## src/rtl/led_ctrl_pkg.sv

```systemverilog
// Shared types and widths for the shared LED bank arbiter.
// Imported by the round-robin picker and the arbiter top.
package led_ctrl_pkg;

    localparam int NREQ    = 4;
    localparam int LED_W   = 8;
    localparam int IDX_W   = 2;
    localparam int DWELL_W = 16;
    localparam int BLANK_W = 8;

    typedef enum logic [1:0] {
        IDLE,
        SHOW,
        BLANK
    } state_t;

    function automatic logic [LED_W-1:0] slice(
        input logic [NREQ*LED_W-1:0] d,
        input logic [IDX_W-1:0]      i
    );
        return d[i*LED_W +: LED_W];
    endfunction

endpackage

```

## src/rtl/rr_pick.sv

```systemverilog
// Combinational round-robin pick: first requester at or after
// last_grant+1, wrapping, so the previous owner is considered last.
module rr_pick
    import led_ctrl_pkg::*;
(
    input  logic [NREQ-1:0]  req,
    input  logic [IDX_W-1:0] last_grant,
    output logic             valid,
    output logic [IDX_W-1:0] idx
);

    logic [IDX_W-1:0] cand;

    always_comb begin
        valid = |req;
        idx   = last_grant;
        cand  = '0;
        // walk farthest-to-nearest so the nearest set request wins
        for (int k = NREQ; k >= 1; k--) begin
            cand = last_grant + IDX_W'(k);
            if (req[cand]) begin
                idx = cand;
            end
        end
    end

endmodule

```

## src/rtl/led_share_arb.sv

```systemverilog
// Shares one 8-bit LED bank among four requesters: round-robin grant,
// fixed dwell with early release, optional dark gap between owners.
module led_share_arb
    import led_ctrl_pkg::*;
#(
    parameter int unsigned DWELL_CYCLES = 1000,
    parameter int unsigned BLANK_CYCLES = 2
) (
    input  logic                  clk,
    input  logic                  rst,
    input  logic [NREQ-1:0]       req,
    input  logic [NREQ*LED_W-1:0] req_data,
    output logic [NREQ-1:0]       grant,
    output logic [LED_W-1:0]      led,
    output logic                  busy
);

    localparam logic [DWELL_W-1:0] DWELL_LD = DWELL_W'(DWELL_CYCLES - 1);
    localparam logic [BLANK_W-1:0] BLANK_LD =
        (BLANK_CYCLES > 0) ? BLANK_W'(BLANK_CYCLES - 1) : '0;

    state_t             state, state_n;
    logic [NREQ-1:0]    grant_n;
    logic [LED_W-1:0]   led_n;
    logic               busy_n;
    logic [DWELL_W-1:0] dwell, dwell_n;
    logic [BLANK_W-1:0] blank, blank_n;
    logic [IDX_W-1:0]   last, last_n;
    logic               pick_valid;
    logic [IDX_W-1:0]   pick_idx;

    rr_pick u_pick (
        .req        (req),
        .last_grant (last),
        .valid      (pick_valid),
        .idx        (pick_idx)
    );

    always_ff @(posedge clk or posedge rst) begin
        if (rst) begin
            state <= IDLE;
            grant <= '0;
            led   <= '0;
            busy  <= 1'b0;
            dwell <= '0;
            blank <= '0;
            last  <= IDX_W'(NREQ - 1);
        end else begin
            state <= state_n;
            grant <= grant_n;
            led   <= led_n;
            busy  <= busy_n;
            dwell <= dwell_n;
            blank <= blank_n;
            last  <= last_n;
        end
    end

    // last doubles as the current owner index while in SHOW
    always_comb begin
        state_n = state;
        grant_n = '0;
        led_n   = '0;
        dwell_n = dwell;
        blank_n = blank;
        last_n  = last;
        unique case (state)
            IDLE: begin
                if (pick_valid) begin
                    state_n           = SHOW;
                    grant_n[pick_idx] = 1'b1;
                    led_n             = slice(req_data, pick_idx);
                    dwell_n           = DWELL_LD;
                    last_n            = pick_idx;
                end
            end
            SHOW: begin
                if (!req[last] || dwell == '0) begin
                    dwell_n = '0;
                    if (BLANK_CYCLES > 0) begin
                        state_n = BLANK;
                        blank_n = BLANK_LD;
                    end else begin
                        state_n = IDLE;
                    end
                end else begin
                    grant_n[last] = 1'b1;
                    led_n         = slice(req_data, last);
                    dwell_n       = dwell - 1'b1;
                end
            end
            BLANK: begin
                if (blank == '0) begin
                    state_n = IDLE;
                end else begin
                    blank_n = blank - 1'b1;
                end
            end
            default: begin
                state_n = IDLE;
            end
        endcase
        busy_n = (state_n != IDLE);
    end

endmodule
```

## config.mk

```make
export PLATFORM = sky130hd
export DESIGN_NAME = led_share_arb
export DESIGN_NICKNAME = d
export VERILOG_FILES = /design/src/rtl/led_ctrl_pkg.sv /design/src/rtl/rr_pick.sv /design/src/rtl/led_share_arb.sv
export SDC_FILE = /design/constraint.sdc
export NUM_CORES = 1
export LEC_CHECK = 0
export ABC_AREA = 1
export CAP_MARGIN = 20
export CORE_AREA = 4 4 80 82
export CTS_BUF_LIST = sky130_fd_sc_hd__clkbuf_16
export DETAILED_ROUTE_END_ITERATION = 6
export DIE_AREA = 0 0 84 86
export PLACE_DENSITY = 0.83
export SLEW_MARGIN = 30
export SYNTH_ARGS = -nofsm -noshare
export SYNTH_HDL_FRONTEND = slang
export SYNTH_HIERARCHICAL = 1
export SYNTH_SLANG_ARGS = --single-unit
```

## constraint.sdc

```tcl
create_clock -name clk -period 2.2 [get_ports clk]
set_clock_uncertainty 0.05 [all_clocks]
set_input_delay 0.66 -clock clk [delete_from_list [all_inputs] [get_ports clk]]
set_output_delay 0.66 -clock clk [all_outputs]
set_load 0.005 [all_outputs]
```

==> metrics.txt, run 1 <==
status complete, no violations; crit path time final 2.090 ns; synth top area cells dfrtp_1 36%, nand2_1 24%, nor2_1 6.7%; largest family of logic cells by synthesized area simple AND/OR/NAND/NOR gates; Syn Nets 458; startpoint types flip-flop; Rows 28; worst hold start dwell[1]$_DFFE_PP0P_; CP max FO 8; htree depth 2; synth unique cells 31; Ports 51; clk slew on worst S/H paths 0.06 ns; # diodes 0; Syn Area/Cell 6.573 µm²; FF-to-FF path depth 15; fin area 3769 µm²; post-synth top area share 0.3552; RD Place Congestion 0.9085; most used cell, CP nand2_1; # fillers 472; total die area roughly 7200 µm²; max_cap viols 0; clk sinks 41; IO buf count 50; detailed-route DRC error count 0; ys async rst share 1.000; max incr delay on CP around 0.55 ns; placed cell area between 3000 and 4000 µm²; Starting Density 0.4782; YS warnings 6; CP max stage cell dfstp_2; Slew Limit Fails 0; Worst Hold Endpoint dwell[1]$_DFFE_PP0P_; nets@finish 528; die height ~86 µm; antenna violations before repair 0; Worst-Skew Late Latency 0.29 ns; area of the multi-input gates 1615 µm²; number of global-route vias before repair 2,881; Power Internal 0.003265 W; Final Setup Violations 0; VDD IR max 1.116 mV; Power Density 1643 nW/µm²; Min-Delay Path Class reg2reg; Top FF cell, synth dfrtp_1; hold depth 2; reg2reg start last[0]$_DFFE_PP1P_; GRT Total Usage 0.2086; crit path DAT 2.27 ns; Seq pwr share 0.210; post-synthesis mux area share 0; number of enable flip-flop cells after synthesis 0; first drt pass iteration count 5; flop2flop setup slack between 0.1 and 0.15 ns; period utilization 0.9501; xor/xnor cell area share of the yosys netlist 0.01913; Post-Route WL 7476 µm; placed cells 550; first-pass GRT wire length 12,490 µm; Adder-Cell Fraction of Synth Area 0.009107; Initial DRC Count 229; synthesized cell area ~2700 µm²; Yosys top cell by area dfrtp_1; worst r2r dst led[4]$_DFF_PP0_; Crit Path Category reg2reg; Max Fclk around 480 MHz; Routed Antenna Nets 0; Clock power frac 0.153; Max clock buf depth 2; relative slew slack 0.5295; Congestion Overflow GR 0; pin count of the biggest net entering global routing 42; routed via count 3,001; switch share 0.4728; Psw 0.002928 W; WL per Instance approximately 13 µm; layout cells sized above 1 0.1411; CP Data Required Time 2.38 ns; Seq cells post-synth 41; fin cells 564; Post-Synth Simple-Gate Area 0.4176; final hold vios 0; register area around 1000 µm²; Die Span X 84 µm; Seq/Total Area, Yosys 0.3743; Area Growth Syn to Fin 37.16%; vias per cell 5.321; Root Buffer clkbuf_16; Post-Syn Instances 418; hold_buf cts 0; combinational share of power 0.637; Leak 1.915 nW; Detailed Place HPWL 5133 µm; CP endpoint kind flip-flop; Synth Area in Compound Gates 0.1052; CTS tree yes; Least-Margin Pin Slew 0.7032 ns; TritonCTS Buffers 5; crit-path cells buf_12 > inv_6 > nand2_2 > nand2_2 > nand2_1 > nand2_1 > inv_2 > nand3_1 > nand2_4 > inv_1 > nor2_4 > a22oi_1 > nand2_1 > nand2_1 > nand2_1; CORE AREA 5746 µm²
## cells in the final DEF (no fill, tap or decap), types with 3 or more instances in the layout
master and n:
buf_4 15, xor2_1 3, nor2_4 3, o21ai_0 9, nand2_2 10, inv_1 34
nand3_1 26, nand2_1 175, inv_4 3, a22oi_2 11, dfrtp_1 39, clkbuf_16 5
inv_2 4, clkdlybuf4s50_1 46, a22oi_1 13, xnor2_1 3, nand4_1 8, nor2_2 4
dlygate4sd2_1 3, a21oi_1 3, nor2_1 46
## synthesized netlist by cell type, types with 2 or more instances
library cell,count
a21o_1,2
a21oi_1,3
a22oi_1,24
buf_6,2
clkbuf_1,2
dfrtp_1,39
dfstp_2,2
ha_1,2
inv_1,37
inv_2,3
nand2_1,179
nand2_2,8
nand3_1,26
nand4_1,8
nor2_1,49
nor2_2,4
o21ai_0,9
o21bai_1,2
xnor2_1,3
xor2_1,3
## what timing repair did
item                       CTS  global route
pin swaps                    0             3
cloned                       1             0
setup endpoints to repair   10            11
buffers inserted             0             5
resized for setup           19            18
## sequential cells by signal, indices dropped and copies added, names as in the netlist
register and count:
blank 8, dwell 16, last 2, grant 4, led 8, state 2
busy 1
## layer usage
layer  vias up  track usage  wire length, µm
met5         -            0                0
met4         0      0.08041              135
met3        16      0.03266              456
met2       110       0.3803             3780
met1      1397       0.2467             3104
li1       1478            -                -
## area by class of cell
type	instances	share of cell area
Multi-Input combinational cell	329	0.4286
Tap cell	75	0.02490
Sequential cell	41	0.2729
Timing Repair Buffer	69	0.1780
Clock buffer	5	0.03320
Clock inverter	3	0.01726
Inverter	42	0.04515
## metrics by stage
stage	util	setup slack, ns	setup TNS [ns]	power, W	hold WS, ns
final	0.6559	0.1098	0	0.006193	0.4571
after global routing	0.6559	-0.02630	-0.03706	0.006734	0.4817
after CTS	0.6348	0.004473	0	0.005788	0.4630
after detailed placement	0.5939	-0.6720	-9.677	0.004614	0.4478
after global placement	0.5939	-0.5108	-8.141	0.004486	0.4428
after floorplan	-	0.2000	0	0.003602	0.4211
## worst max-delay path: cells and delay by family, from the launching register on
| family | cells | cell delay [ns] |
|---|---|---|
| and+or+nand+nor | 10 | 0.99 |
| AOI/OAI and AO/OA | 1 | 0.12 |
| buffers and inverters | 4 | 0.31 |
| DFF | 1 | 0.55 |
## logic make-up (layout without fill, tap and decap cells)
group,after synthesis,count (layout)
XOR/XNOR,6,6
AO/OA/AOI/OAI,43,43
AND/OR/NAND/NOR,278,278
buffers and inverters,48,119
flip-flops,41,41
adder cells (fa/ha/maj),2,2
## power by group through the flow
stage                     Combinational, W  Clock [W]  Sequential [W]
after floorplan                    0.00235          0         0.00126
after global placement             0.00316          0         0.00133
after detailed placement           0.00328          0         0.00133
after CTS                          0.00350   0.000953         0.00133
after global routing               0.00440   0.000999         0.00134
final                              0.00394   0.000948         0.00130
## worst max-delay path by stage
stage	startpoint	to	slack [ns]	cells after the start
after floorplan	req[1]	led[0]$_DFF_PP0_	0.20	15
after global placement	req[3]	led[3]$_DFF_PP0_	-0.51	15
after detailed placement	req[3]	led[0]$_DFF_PP0_	-0.67	15
after CTS	req[1]	led[1]$_DFF_PP0_	0.004	17
after global routing	last[0]$_DFFE_PP1P_	led[0]$_DFF_PP0_	-0.03	15
final	last[0]$_DFFE_PP1P_	led[4]$_DFF_PP0_	0.11	15
No activity file was read; power rests on OpenSTA's default activity.
==> inputs of run 2 (changes only) <==
- GPL_TIMING_DRIVEN: unset -> 1
==> results of run 2 <==
Same layout as run 1: the final DEF is identical, and so are final timing and power.
